==> config.mk <==
export PLATFORM = sky130hd
export DESIGN_NAME = axis_pkt_fifo
export DESIGN_NICKNAME = d
export VERILOG_FILES = /design/src/rtl/axis_pkt_fifo_pkg.sv /design/src/rtl/axis_fifo_ram.sv /design/src/rtl/axis_pkt_fifo.sv
export SDC_FILE = /design/constraint.sdc
export NUM_CORES = 1
export LEC_CHECK = 0
export ABC_CLOCK_PERIOD_IN_PS = 5070
export CAP_MARGIN = 20
export CORE_ASPECT_RATIO = 1.75
export CORE_MARGIN = 1.5
export CORE_UTILIZATION = 45
export DETAILED_ROUTE_END_ITERATION = 8
export PLACE_DENSITY = 0.72
export SYNTH_ARGS = -nofsm -noshare
export SYNTH_HDL_FRONTEND = slang
export SYNTH_SLANG_ARGS = --single-unit
==> constraint.sdc <==
create_clock -name axis_aclk -period 5.07 [get_ports axis_aclk]
set_input_delay 1.521 -clock axis_aclk [delete_from_list [all_inputs] [get_ports axis_aclk]]
set_output_delay 1.521 -clock axis_aclk [all_outputs]
set_load 0.02 [all_outputs]
==> src/rtl/axis_pkt_fifo_pkg.sv <==
// Shared types and constants for the AXI-Stream packet FIFO.
//   wr_state_e           : write-side FSM state (accept words / discard oversize packet)
//   PKT_MODE_CUT_THROUGH : words are presentable as soon as they are written
//   PKT_MODE_STORE_FWD   : words are presentable only after their packet's tlast is written
package axis_pkt_fifo_pkg;

  typedef enum logic {
    ST_ACCEPT  = 1'b0,
    ST_DISCARD = 1'b1
  } wr_state_e;

  localparam int unsigned PKT_MODE_CUT_THROUGH = 0;
  localparam int unsigned PKT_MODE_STORE_FWD   = 1;

endpackage

==> src/rtl/axis_fifo_ram.sv <==
// Storage array for the packet FIFO: one synchronous write port, one
// asynchronous read port. Contents are deliberately not reset.
//   clk   : write clock
//   we    : write enable
//   waddr : write address
//   wdata : write entry
//   raddr : read address
//   rdata : entry at raddr (combinational)
module axis_fifo_ram #(
  parameter int unsigned WIDTH = 37,
  parameter int unsigned DEPTH = 16
) (
  input  logic                     clk,
  input  logic                     we,
  input  logic [$clog2(DEPTH)-1:0] waddr,
  input  logic [WIDTH-1:0]         wdata,
  input  logic [$clog2(DEPTH)-1:0] raddr,
  output logic [WIDTH-1:0]         rdata
);

  logic [WIDTH-1:0] mem [DEPTH];

  // Write port
  always_ff @(posedge clk) begin
    if (we) begin
      mem[waddr] <= wdata;
    end
  end

  // Asynchronous read port
  assign rdata = mem[raddr];

endmodule

==> src/rtl/axis_pkt_fifo.sv <==
// AXI-Stream FIFO with optional store-and-forward packet mode.
// Entries hold {tdata, tstrb, tlast}. Pointers carry one extra MSB to tell
// full from empty. commit_ptr marks the end of the last complete packet; in
// store-and-forward mode only committed words are presented, and a packet
// that reaches DEPTH words without tlast is dropped and the rest of it
// discarded.
//   axis_aclk / axis_areset : clock, asynchronous active-high reset
//   s00_axis_*              : input stream (tdata, tstrb, tlast, tvalid, tready)
//   m00_axis_*              : output stream (tdata, tstrb, tlast, tvalid, tready)
//   fill_level              : stored words, committed plus uncommitted
//   pkt_count               : complete packets held (tlast written, not yet read)
//   pkt_drop                : one-cycle pulse per dropped oversize packet
module axis_pkt_fifo
  import axis_pkt_fifo_pkg::*;
#(
  parameter int unsigned DATA_WIDTH = 32,
  parameter int unsigned DEPTH      = 16,
  parameter int unsigned PKT_MODE   = PKT_MODE_CUT_THROUGH
) (
  input  logic                      axis_aclk,
  input  logic                      axis_areset,
  input  logic [DATA_WIDTH-1:0]     s00_axis_tdata,
  input  logic [DATA_WIDTH/8-1:0]   s00_axis_tstrb,
  input  logic                      s00_axis_tlast,
  input  logic                      s00_axis_tvalid,
  output logic                      s00_axis_tready,
  output logic [DATA_WIDTH-1:0]     m00_axis_tdata,
  output logic [DATA_WIDTH/8-1:0]   m00_axis_tstrb,
  output logic                      m00_axis_tlast,
  output logic                      m00_axis_tvalid,
  input  logic                      m00_axis_tready,
  output logic [$clog2(DEPTH):0]    fill_level,
  output logic [$clog2(DEPTH):0]    pkt_count,
  output logic                      pkt_drop
);

  localparam int unsigned AW = $clog2(DEPTH);
  localparam int unsigned PW = AW + 1;
  localparam int unsigned SW = DATA_WIDTH / 8;
  localparam int unsigned EW = DATA_WIDTH + SW + 1;

  localparam logic [PW-1:0] FULL_LVL  = PW'(DEPTH);
  localparam logic [PW-1:0] LAST_FREE = PW'(DEPTH - 1);
  localparam bit            STORE_FWD = (PKT_MODE == PKT_MODE_STORE_FWD);

  wr_state_e     state_q, state_d;
  logic [PW-1:0] wr_ptr_q, wr_ptr_d;
  logic [PW-1:0] rd_ptr_q, rd_ptr_d;
  logic [PW-1:0] commit_ptr_q, commit_ptr_d;
  logic [PW-1:0] pkt_count_q, pkt_count_d;
  logic [PW-1:0] fill_q, fill_d;
  logic [PW-1:0] pkt_len;
  logic          tready_q, tready_d;
  logic          tvalid_q, tvalid_d;
  logic          drop_q, drop_d;
  logic          wr_fire, rd_fire, wr_en;
  logic [EW-1:0] wr_entry, rd_entry;

  assign wr_fire  = s00_axis_tvalid & tready_q;
  assign rd_fire  = tvalid_q & m00_axis_tready;
  assign wr_entry = {s00_axis_tdata, s00_axis_tstrb, s00_axis_tlast};
  // Words of the packet currently being written (not yet committed)
  assign pkt_len  = wr_ptr_q - commit_ptr_q;

  axis_fifo_ram #(
    .WIDTH (EW),
    .DEPTH (DEPTH)
  ) u_ram (
    .clk   (axis_aclk),
    .we    (wr_en),
    .waddr (wr_ptr_q[AW-1:0]),
    .wdata (wr_entry),
    .raddr (rd_ptr_q[AW-1:0]),
    .rdata (rd_entry)
  );

  // Next-state: pointers, packet count, write FSM, and the flags registered from them
  always_comb begin
    wr_ptr_d     = wr_ptr_q;
    rd_ptr_d     = rd_ptr_q;
    commit_ptr_d = commit_ptr_q;
    pkt_count_d  = pkt_count_q;
    state_d      = state_q;
    drop_d       = 1'b0;
    wr_en        = 1'b0;

    if (rd_fire) begin
      rd_ptr_d = rd_ptr_q + PW'(1);
      if (rd_entry[0]) begin
        pkt_count_d = pkt_count_d - PW'(1);
      end
    end

    if (wr_fire) begin
      unique case (state_q)
        ST_ACCEPT: begin
          wr_en = 1'b1;
          if (s00_axis_tlast) begin
            wr_ptr_d     = wr_ptr_q + PW'(1);
            commit_ptr_d = wr_ptr_q + PW'(1);
            pkt_count_d  = pkt_count_d + PW'(1);
          end else if (STORE_FWD && (pkt_len == LAST_FREE)) begin
            // Packet cannot ever fit: roll back to the last committed packet
            wr_ptr_d = commit_ptr_q;
            drop_d   = 1'b1;
            state_d  = ST_DISCARD;
          end else begin
            wr_ptr_d = wr_ptr_q + PW'(1);
          end
        end
        ST_DISCARD: begin
          if (s00_axis_tlast) begin
            state_d = ST_ACCEPT;
          end
        end
        default: state_d = ST_ACCEPT;
      endcase
    end

    fill_d   = wr_ptr_d - rd_ptr_d;
    // Registered handshake flags are computed from next-state pointers so they
    // always match the stored state in the following cycle.
    tready_d = (state_d == ST_DISCARD) || (fill_d != FULL_LVL);
    tvalid_d = STORE_FWD ? (rd_ptr_d != commit_ptr_d) : (rd_ptr_d != wr_ptr_d);
  end

  // State registers
  always_ff @(posedge axis_aclk or posedge axis_areset) begin
    if (axis_areset) begin
      state_q      <= ST_ACCEPT;
      wr_ptr_q     <= '0;
      rd_ptr_q     <= '0;
      commit_ptr_q <= '0;
      pkt_count_q  <= '0;
      fill_q       <= '0;
      tready_q     <= 1'b0;
      tvalid_q     <= 1'b0;
      drop_q       <= 1'b0;
    end else begin
      state_q      <= state_d;
      wr_ptr_q     <= wr_ptr_d;
      rd_ptr_q     <= rd_ptr_d;
      commit_ptr_q <= commit_ptr_d;
      pkt_count_q  <= pkt_count_d;
      fill_q       <= fill_d;
      tready_q     <= tready_d;
      tvalid_q     <= tvalid_d;
      drop_q       <= drop_d;
    end
  end

  assign s00_axis_tready = tready_q;
  assign m00_axis_tvalid = tvalid_q;
  assign m00_axis_tdata  = rd_entry[EW-1 -: DATA_WIDTH];
  assign m00_axis_tstrb  = rd_entry[SW:1];
  assign m00_axis_tlast  = rd_entry[0];
  assign fill_level      = fill_q;
  assign pkt_count       = pkt_count_q;
  assign pkt_drop        = drop_q;

endmodule

### Word level (Yosys, flattened, before mapping)

Memories as Yosys holds them, arrays and structs flattened.
Cells that the tools add are included.

| storage, ports and cells | value |
|---|---|
| bits in registers | 23 |
| RAM bits | 592 |
| output and inout port bits | 50 |
| memories kept | 1 |

Memory list:

| name | words | bits a word | rd ports | clocked after Yosys merged registers in | write ports | line | RTL |
|---|---|---|---|---|---|---|---|
| u_ram.mem | 16 | 37 | 1 | 0 | 1 | axis_fifo_ram.sv:21 | `logic [WIDTH-1:0] mem [DEPTH];` |

| cells by class | value |
|---|---|
| add/subtract/negate cells | 5 |
| eq/ne operators | 2 |
| mux-type cells | 15 |
| bitwise operators | 2 |
| reductions and logical operators | 1 |

Operators with widths:

| kind | number |
|---|---|
| two-way mux 5 bit | 8 |
| adder 5 x 1 -> 5 bit (second input constant) | 3 |
| two-way mux 1 bit | 7 |
| != test 5 bit | 1 |
| != test 5 bit (second input constant) | 1 |
| subtractor 5 x 1 -> 5 bit (second input constant) | 1 |
| subtractor 5 bit | 1 |
| bitwise AND 1 bit | 2 |
| logical OR 1 bit | 1 |

### Longest topological paths before layout

Gate-level depths: netlist of run 1.

| logic depth | value |
|---|---|
| word-level depth | 7 |
| depth in mapped cells | 12 |
| gate-level depth less buffers | 10 |

### By module

From an unflattened synthesis of run 1, not the netlist that was laid out.

| unflattened totals | value |
|---|---|
| cell total of the unflattened synthesis | 1028 |
| area total of the unflattened synthesis | 23396.2 um2 |

Modules (own cells, without submodules):

| module | times used | cells each | area an instance (um2) |
|---|---|---|---|
| axis_fifo_ram | 1 | 926 | 22201.3 |
| axis_pkt_fifo | 1 | 102 | 1194.9 |

### Least setup slack after synthesis of run 1

OpenSTA, ideal clock, no wires.

| path | value |
|---|---|
| path type | input port to flip-flop |
| start | input s00_axis_tvalid |
| end | memory u_ram.mem[0][0], enable pin |
| library setup time | 0.477 ns |
| arrival | 4.553 ns |
| required time | 4.593 ns |
| setup slack | 0.040 ns |
| stages | 4 |
| buffers on the path | 1 |
| path through | and3_1 > clkbuf_1 > nand2_1 > nor3_1 |

| on the way | value |
|---|---|
| cells in the longest elaborated chain, start to end | 4 |

Ends and longest elaborated chain:

| element | line | RTL |
|---|---|---|
| from (decl) | axis_pkt_fifo.sv:25 | `input logic s00_axis_tvalid,` |
| bitwise AND 1 bit | axis_pkt_fifo.sv:59 | `assign wr_fire = s00_axis_tvalid & tready_q;` |
| two-way mux 1 bit | axis_pkt_fifo.sv:94 | `if (wr_fire) begin` |
| two-way mux 1 bit | axis_fifo_ram.sv:25 | `if (we) begin` |
| two-way mux 1 bit (not written as such) | axis_fifo_ram.sv:26 | `mem[waddr] <= wdata;` |
| to (decl) | axis_fifo_ram.sv:21 |  |

Every way passes these cells.

### Worst setup path after layout of run 1

| path | value |
|---|---|
| start | register rd_ptr_q[1] |
| end | output m00_axis_tstrb[1] |

| on the way | value |
|---|---|
| cells in the longest elaborated chain, start to end | 1 |

Ends and longest elaborated chain:

| element | line | RTL |
|---|---|---|
| from (decl) | axis_pkt_fifo.sv:48 | `logic [PW-1:0] rd_ptr_q, rd_ptr_d;` |
| from (signal assigned) | axis_pkt_fifo.sv:142 | `rd_ptr_q <= rd_ptr_d;` |
| memory read (16 x 37 bit) | n/a |  |
| to (decl) | axis_pkt_fifo.sv:28 | `output logic [DATA_WIDTH/8-1:0] m00_axis_tstrb,` |

Every way passes these cells.

==> results.cfg, run 1 <==
[outcome]
status = finished clean

[sta]
skew_ns = 0.0275
whs_ns = 0.464
tns_ns = 0
worstMarginPinSlew_ns = 0.945
finalCriticalPeriod_ns = 4.91
relSlewSlack = 0.369
finalHoldViolations = 0
slew_violations = 0
setup_viol = 0
fmax_mhz = 204
grt_setup_unrepaired = false
min_period_over_period = 0.968

[floorplan]
std_cell_rows = 111
initial_core_util = 0.457
die_width_um = 178
ios = 91
dieHeight_um = 309
die-area_sq_mm = 0.0549
coreArea_sq_mm = 0.0526

[clocking]
postCtsSetupBuffers = 0
cts_tree = yes
clock_latency_ns = 0.59
cts_resized = 0
cts.clk_slew.worst_paths_ns = 0.07
cts_sinks = 615
cts_hold_buffers = 0
cts_made_buffers = 51
clockRootBuffer = clkbuf_16
cts_max_level = 2
clockBufferDepth = 3

[synthesis]
synth-compound-area-share = 0.0525
yosysWarnings = 0
avgSynthCellArea_sq_um = 19.7
synthAdderAreaFrac = 0.00656
synth_enable_flop_cells = 592
synthSimpleGateAreaFrac = 0.0206
synth_top_area_share = 0.739
yosys.cell_count.top_type = edfxtp_1
synth_xor_area_frac = 0.00843
syn_inst = 1223
muxShareOfSynthArea = 0.132
ys.flop_type = edfxtp_1
synth_cell_types = 55
synth_top_family_by_area = multiplexers
synth_common_cells = 592 x edfxtp_1, 154 x mux2i_1, 74 x a221oi_1
synth_nets = 1276
synth.area.top_cells = edfxtp_1 74%, mux4_2 6.7%, mux2i_1 6.4%, a221oi_1 2.7%, dfrtp_1 2.4%
postSynthRegisterBits = 615
async_flop_share = 0.0374
synth_top_cell_by_area = edfxtp_1
ys_seq_area_frac = 0.763
netlist_area_sq_mm = 0.0240

[finish]
finalInstanceArea_sq_mm = 0.0276
drive_above_1_share = 0.151
syn_to_final_growth_pct = 14.6
fin_cells = 2049
nets = 1382

[grt]
grt-ovfl-total = 0
grt_pass1_wl_mm = 77.5
grt_pass1_vias = 12700
antenna_found_initial = 3
grt_max_degree = 65
grt_usage = 0.191

[power_and_ir_drop]
leakagePower_uw = 0.00914
power_uw = 15900
powerDensity_mw_per_mm2 = 578
ir_drop_mv = 0.559

[critical_path]
cp_slowest_stage_delay_ns = 0.63
slowest_stage = clkdlybuf4s50_1
critPathBufInv = 2
r2r_slack_ns = 1.65
startpoint_type = flip-flop
cp_cell_sequence = and2_2, buf_12, a221oi_1, a22oi_1, nand2_1, clkdlybuf4s50_1
critPathMaxFanout = 29
path_class = flip-flop to primary output
worst_setup_path_end_kind = primary output
required_ns = 3.55
path_delay_family = buffers and inverters
arrival_ns = 3.39

[run]
cap_viol_max_count = 0

[route]
drt_iter0_drc = 1088
met1Wirelength_mm = 19.6
vias = 12100
wl_met2_mm = 27.9
wire_per_inst_um = 25.1
drt_wl_total_mm = 51.5
wl_met3_mm = 2.59
dr.max_layer_used = met5
viasPerCell = 5.88
antenna_left = 0
drc = 0
drtPass1Iterations = 4

[placed_design]
gp_congestion = 0.756
dpl_cell_area_sq_mm = 0.0260
dp_hpwl_mm = 27.2
port_buffers = 89
placed_cells = 1954

[worst_hold_path]
min_path_type = flip-flop to flip-flop
## final timing paths
check                           cells after the start          from                 to
max in group asynchronous                           2   axis_areset        rd_ptr_q[1]
worst min-delay path                                1  pkt_count[4]       pkt_count[4]
worst min register to register                      1  pkt_count[4]       pkt_count[4]
min in group asynchronous                           2   axis_areset        rd_ptr_q[3]
worst max-delay path                                6   rd_ptr_q[1]  m00_axis_tstrb[1]
worst max register to register                     11   rd_ptr_q[1]       pkt_count[4]
## cell families after synthesis
logic type,count (synthesis)
adder cells (fa/ha/maj),12
AND/OR/NAND/NOR,101
other,1
flip-flops,615
AO/OA/AOI/OAI,165
XOR/XNOR,17
multiplexers,226
buffers and inverters,86
## power by group
part	switching, uW	internal [uW]	total (uW)
combinational	3300	2450	5750
sequential	258	6130	6390
clock	1750	2040	3780
## final cells by class
class / instances / area, sq um
fill: 3988 / 25100
sequential: 615 / 18400
multi-input combinational: 522 / 5400
clock buffer: 63 / 1380
timing repair buffer: 121 / 1280
tap: 678 / 848
clock inverter: 30 / 213
inverter: 18 / 67.6
antenna: 2 / 5.00
## metrics by stage
step | utilization | setup slack [ns]
finish | 0.524 | 0.160
detailed placement | 0.493 | 0.712
CTS | 0.524 | 0.153
floorplan | - | 0.0395
global route | 0.524 | 0.0216
global placement | 0.493 | 0.746
## registers in the layout, indices dropped and copies added (netlist names)
register / cells
wr_ptr_q: 5
m00_axis_tvalid: 1
s00_axis_tready: 1
u_ram.mem: 592
rd_ptr_q: 5
fill_level: 5
state_q: 1
pkt_count: 5
## layer usage
layer / vias to the layer above / track usage
li1: 5250 / -
met1: 6321 / 0.232
met2: 383 / 0.349
met3: 94 / 0.0243
met4: 2 / 0.0618
met5: - / 0
## cell usage in the layout, fill, tap and decap left out, types with 3 or more instances in the layout
cell type        instances
xnor2_1                 10
inv_1                   17
nor2_4                  12
ha_1                    11
clkdlybuf4s50_1         89
clkinv_4                 4
nand2_1                 51
edfxtp_1               592
nand4_1                  3
mux2i_1                154
and2_1                   3
a221oi_1                74
buf_12                  12
mux4_2                  72
clkbuf_16               52
nor3_2                   4
o21ai_0                 37
nand2b_1                 4
a22oi_1                 37
buf_4                   20
clkbuf_8                 4
clkbuf_1                 7
nor2_1                   5
dfrtp_1                 19
nand3_1                  3
xor2_1                   3
clkinv_2                 7
clkinv_1                15
No activity file was read; power rests on OpenSTA's default activity.
==> run 2, diff against run 1 <==
--- a/config.mk
+++ b/config.mk
@@ -8,8 +8,8 @@
 export ABC_CLOCK_PERIOD_IN_PS = 5070
 export CAP_MARGIN = 20
 export CORE_ASPECT_RATIO = 1.75
-export CORE_MARGIN = 1.5
 export CORE_UTILIZATION = 45
+export CTS_CLUSTER_DIAMETER = 100
 export DETAILED_ROUTE_END_ITERATION = 8
 export PLACE_DENSITY = 0.72
 export SYNTH_ARGS = -nofsm -noshare
==> results.cfg, run 2 (synthesis results as in run 1) <==
[outcome]
status = finished clean

[power_and_ir_drop]
ir_drop_mv = 0.291
seqPwrFrac = 0.404
leakagePower_uw = 0.00912
sw_frac_of_total = 0.334
combPwrFrac = 0.362
p_sw_uw = 5280
internal-power_uw = 10500
power.share.clock = 0.234
powerDensity_mw_per_mm2 = 575

[sta]
relSlewSlack = 0.390
setup_viol = 0
min_period_over_period = 0.970
worstMarginPinSlew_ns = 0.914
grt_setup_unrepaired = false
finalHoldViolations = 0
setup_ws_ns = 0.154
fmax_mhz = 203
finalCriticalPeriod_ns = 4.92
skew_ns = 0.0117
tns_ns = 0
slew_violations = 0

[clocking]
cts_hold_buffers = 0
cts_sinks = 615
cts_max_level = 2
clock_latency_ns = 0.58
cts_made_buffers = 50
clockBufferDepth = 3
cts_resized = 0
postCtsSetupBuffers = 0
cts.clk_slew.worst_paths_ns = 0.07
cts_tree = yes
clockRootBuffer = clkbuf_16

[finish]
largest_reg_flops = 592
syn_to_final_growth_pct = 14.5
nets = 1385
fin_cells = 2047
max_flop_register = u_ram.mem
final_common_cell = edfxtp_1
post-route-util = 0.523
drive_above_1_share = 0.151
layout_common_cells = 592 x edfxtp_1, 154 x mux2i_1, 89 x clkdlybuf4s50_1

[worst_hold_path]
min_path_type = flip-flop to flip-flop

[route]
viasPerCell = 5.93
drc = 0
antenna_left = 0
drtPass1Iterations = 5
drt_wl_total_mm = 52.5
wire_per_inst_um = 25.6
vias = 12100
drt_iter0_drc = 911

[grt]
grt_pass1_vias = 12600
grt-ovfl-total = 0
grt_pass1_wl_mm = 78.0
grt_usage = 0.196
grt_max_degree = 51
antenna_found_initial = 4

[placed_design]
dp_hpwl_mm = 28.6
gp_congestion = 0.742
pre_cts_ws_ns = 0.667
port_buffers = 89
placed_cells = 1958

[floorplan]
coreArea_sq_mm = 0.0526
initial_core_util = 0.457
ios = 91
die_width_um = 177
std_cell_rows = 111
dieHeight_um = 308
die-area_sq_mm = 0.0544

[critical_path]
worst_setup_path_end_kind = primary output
startpoint_type = flip-flop
path_class = flip-flop to primary output
critPathMaxFanout = 41
required_ns = 3.55
arrival_ns = 3.39

[run]
cap_viol_max_count = 0
## run 2: cell count changes in the layout (fill, tap and decap cells not counted), sizes merged
cell	change
diode	-1
clkbuf	+1
clkinvlp	+3
clkinv	-9
buf	+4
## run 2: power groups by stage
stage / clock (uW) / sequential, uW / combinational, uW
2_1_floorplan: 0 / 6420 / 3730
3_3_place_gp: 0 / 6470 / 5690
3_5_place_dp: 0 / 6500 / 5790
4_1_cts: 3770 / 6400 / 5820
5_1_grt: 3920 / 6430 / 6160
6_report: 3700 / 6400 / 5740
## run 2: metrics by stage
| stage | hold slack (ns) | cell area, sq um | total power, uW |
|---|---|---|---|
| after floorplan | 0.505 | 24000 | 10200 |
| after global placement | 0.457 | 26000 | 12200 |
| after detailed placement | 0.458 | 26000 | 12300 |
| after CTS | 0.471 | 27500 | 16000 |
| after global routing | 0.493 | 27500 | 16500 |
| final | 0.463 | 27500 | 15800 |
## run 2: worst paths after layout
kind	slack, ns	startpoint	cells past startpoint	to
worst max-delay path	0.15	rd_ptr_q[1]	6	m00_axis_tstrb[0]
worst min-delay path	0.46	pkt_count[4]	1	pkt_count[4]
worst max register to register	1.72	rd_ptr_q[1]	11	pkt_count[4]
worst min register to register	0.46	pkt_count[4]	1	pkt_count[4]
max in group asynchronous	2.96	axis_areset	2	rd_ptr_q[0]
min in group asynchronous	1.44	axis_areset	2	wr_ptr_q[1]
## run 2: layout make-up
type	instances	area, sq um
antenna	1	2.50
clock buffer	64	1370
clock inverter	24	165
fill	3964	25100
inverter	18	67.6
multi-input combinational	522	5400
sequential	615	18400
tap	678	848
timing repair buffer	125	1310
## run 2: layer usage
metal,GRT usage,routed length (um),vias up
met5,0,37,-
met4,0.0708,1440,6
met3,0.0286,2990,98
met2,0.349,28200,419
met1,0.239,19800,6359
li1,-,-,5249
## run 2: critical path, cell delays in order, from the launching register on
cell and delay (ns):
dfrtp_4 0.58, and2_4 0.61, buf_4 0.40, a221oi_1 0.17, o21ai_0 0.30, nand2_1 0.17, clkdlybuf4s50_1 0.57
==> run 3, diff against run 2 <==
--- a/config.mk
+++ b/config.mk
@@ -5,6 +5,7 @@
 export SDC_FILE = /design/constraint.sdc
 export NUM_CORES = 1
 export LEC_CHECK = 0
+export ABC_AREA = 1
 export ABC_CLOCK_PERIOD_IN_PS = 5070
 export CAP_MARGIN = 20
 export CORE_ASPECT_RATIO = 1.75
==> results.cfg, run 3 <==
[outcome]
status = finished clean

[synthesis]
synth_common_cells = 592 x edfxtp_1, 296 x nand2_1, 190 x o21ai_0
synth_enable_flop_cells = 592
syn_inst = 1782
avgSynthCellArea_sq_um = 13.5
async_flop_share = 0.0374
synth_xor_area_frac = 0.00505
synth_cell_types = 32
synthSimpleGateAreaFrac = 0.102
synth-compound-area-share = 0.0951
yosys.cell_count.top_type = edfxtp_1
synth_top_cell_by_area = edfxtp_1
postSynthRegisterBits = 615
synthAdderAreaFrac = 0.00656
synth_top_family_by_area = simple AND/OR/NAND/NOR gates
ys_seq_area_frac = 0.763
yosysWarnings = 0
netlist_area_sq_mm = 0.0240
synth.area.top_cells = edfxtp_1 74%, nand2_1 4.6%, o21ai_0 4.0%, nor2_1 2.7%, dfrtp_1 2.4%
muxShareOfSynthArea = 0
synth_top_area_share = 0.739
ys.flop_type = edfxtp_1
synth_nets = 1835

[floorplan]
die_width_um = 177
coreArea_sq_mm = 0.0526
ios = 91
std_cell_rows = 111
dieHeight_um = 308
initial_core_util = 0.457
die-area_sq_mm = 0.0544

[clocking]
postCtsSetupBuffers = 0
cts_made_buffers = 51
clock_latency_ns = 0.58
clockRootBuffer = clkbuf_16
cts_max_level = 2
cts_tree = yes
clockBufferDepth = 3
cts_sinks = 615
cts.clk_slew.worst_paths_ns = 0.06

[critical_path]
cp_slowest_stage_delay_ns = 0.56
critPathMaxFanout = 18
path_delay_family = buffers and inverters
startpoint_type = flip-flop
worst_setup_path_end_kind = primary output
required_ns = 3.55
r2r_slack_ns = 2.08
critPathBufInv = 3
cp_cell_sequence = nor2_4, clkinv_1, buf_4, a21oi_1, a221oi_1, o21ai_0, nand2_1, clkdlybuf4s50_1
arrival_ns = 3.40
path_class = flip-flop to primary output
slowest_stage = dfrtp_2

[power_and_ir_drop]
leakagePower_uw = 0.00921
ir_drop_mv = 0.385
powerDensity_mw_per_mm2 = 593

[finish]
nets = 1915
final_common_cell = edfxtp_1
fin_cells = 2579
post-route-util = 0.525
max_flop_register = u_ram.mem
drive_above_1_share = 0.0832
nFillCells = 4194
largest_reg_flops = 592
syn_to_final_growth_pct = 14.9
finalInstanceArea_sq_mm = 0.0276
layout_common_cells = 592 x edfxtp_1, 296 x nand2_1, 190 x o21ai_0

[grt]
grt-ovfl-total = 0
grt_pass1_vias = 15300
grt_usage = 0.223
grt_max_degree = 136
antenna_found_initial = 2
grt_pass1_wl_mm = 90.5

[placed_design]
dp_hpwl_mm = 33.5
gp_congestion = 0.783
dpl_cell_area_sq_mm = 0.0260
port_buffers = 89
placed_cells = 2487

[route]
viasPerCell = 5.92
wire_per_inst_um = 23.5
antenna_left = 0
drt_iter0_drc = 1844
drt_wl_total_mm = 60.7
vias = 15300
drc = 0
drtPass1Iterations = 5

[sta]
finalHoldViolations = 0
fmax_mhz = 203
tns_ns = 0
grt_setup_unrepaired = false
skew_ns = 0.0210
slew_violations = 0
relSlewSlack = 0.364
finalCriticalPeriod_ns = 4.92
min_period_over_period = 0.971
setup_viol = 0
worstMarginPinSlew_ns = 0.953

[worst_hold_path]
min_path_type = flip-flop to flip-flop

[run]
cap_viol_max_count = 0
## run 3: changes by cell type after synthesis, sizes merged, moves of 42 or more
cell,delta
o22ai,+42
nand2,+252
a21oi,+83
nand3,+72
mux2i,-154
nor2,+158
mux4,-72
o21ai,+152
## run 3: per-layer routing
layer,part of all wire,GRT usage
met4,0.042,0.114
met5,0,0
met3,0.064,0.0253
met1,0.37,0.268
met2,0.52,0.393
## run 3: cells by family (layout without fill, tap and decap cells)
| family | Yosys count | after routing |
|---|---|---|
| buffers and inverters | 158 | 275 |
| AOI/OAI and AO/OA | 391 | 391 |
| DFF | 615 | 615 |
| xor gates and xnor gates | 13 | 13 |
| and+or+nand+nor | 592 | 592 |
| adders and majority gates | 12 | 12 |
| other | 1 | 3 |
## run 3: final cells by class
cell class	instances	area, sq um	share of cell area
multi-input combinational	1009	5140	0.186
sequential	615	18400	0.664
clock inverter	32	294	0.0106
tap	678	848	0.0307
inverter	46	185	0.00670
antenna	2	5.00	0.000181
timing repair buffer	139	1480	0.0535
clock buffer	58	1320	0.0479
## run 3: power by group
group | leakage [uW] | switching (uW) | internal, uW
Combinational | 0.00281 | 4170 | 1990
Clock | 0.000786 | 1760 | 2130
Sequential | 0.00561 | 194 | 6150
## run 3: what timing repair did
item / 4_1_cts / 5_1_grt
hold buffers: 0 / 0
gates resized for setup: 0 / 1
setup endpoints to repair: 0 / 6
## run 3: path summary, 6_finish.rpt
| check | startpoint | endpoint | cells after the start |
|---|---|---|---|
| worst max-delay path | rd_ptr_q[1] | m00_axis_tdata[14] | 8 |
| worst min-delay path | rd_ptr_q[4] | rd_ptr_q[4] | 2 |
| worst max register to register | rd_ptr_q[1] | s00_axis_tready | 10 |
| worst min register to register | rd_ptr_q[4] | rd_ptr_q[4] | 2 |
| max in group asynchronous | axis_areset | rd_ptr_q[0] | 2 |
| min in group asynchronous | axis_areset | wr_ptr_q[4] | 2 |
## run 3: through the flow
| step | hold slack (ns) | power (uW) | setup WS, ns |
|---|---|---|---|
| floorplan | 0.477 | 10100 | 1.02 |
| global placement | 0.493 | 12500 | 0.726 |
| detailed placement | 0.502 | 12600 | 0.694 |
| CTS | 0.519 | 16400 | 0.0652 |
| global route | 0.534 | 17100 | 0.0327 |
| finish | 0.515 | 16400 | 0.145 |
## run 3: worst min-delay path, stage by stage (launching register included)
cell	delay, ns
dfrtp_1	0.34
xor2_1	0.09
inv_1	0.05
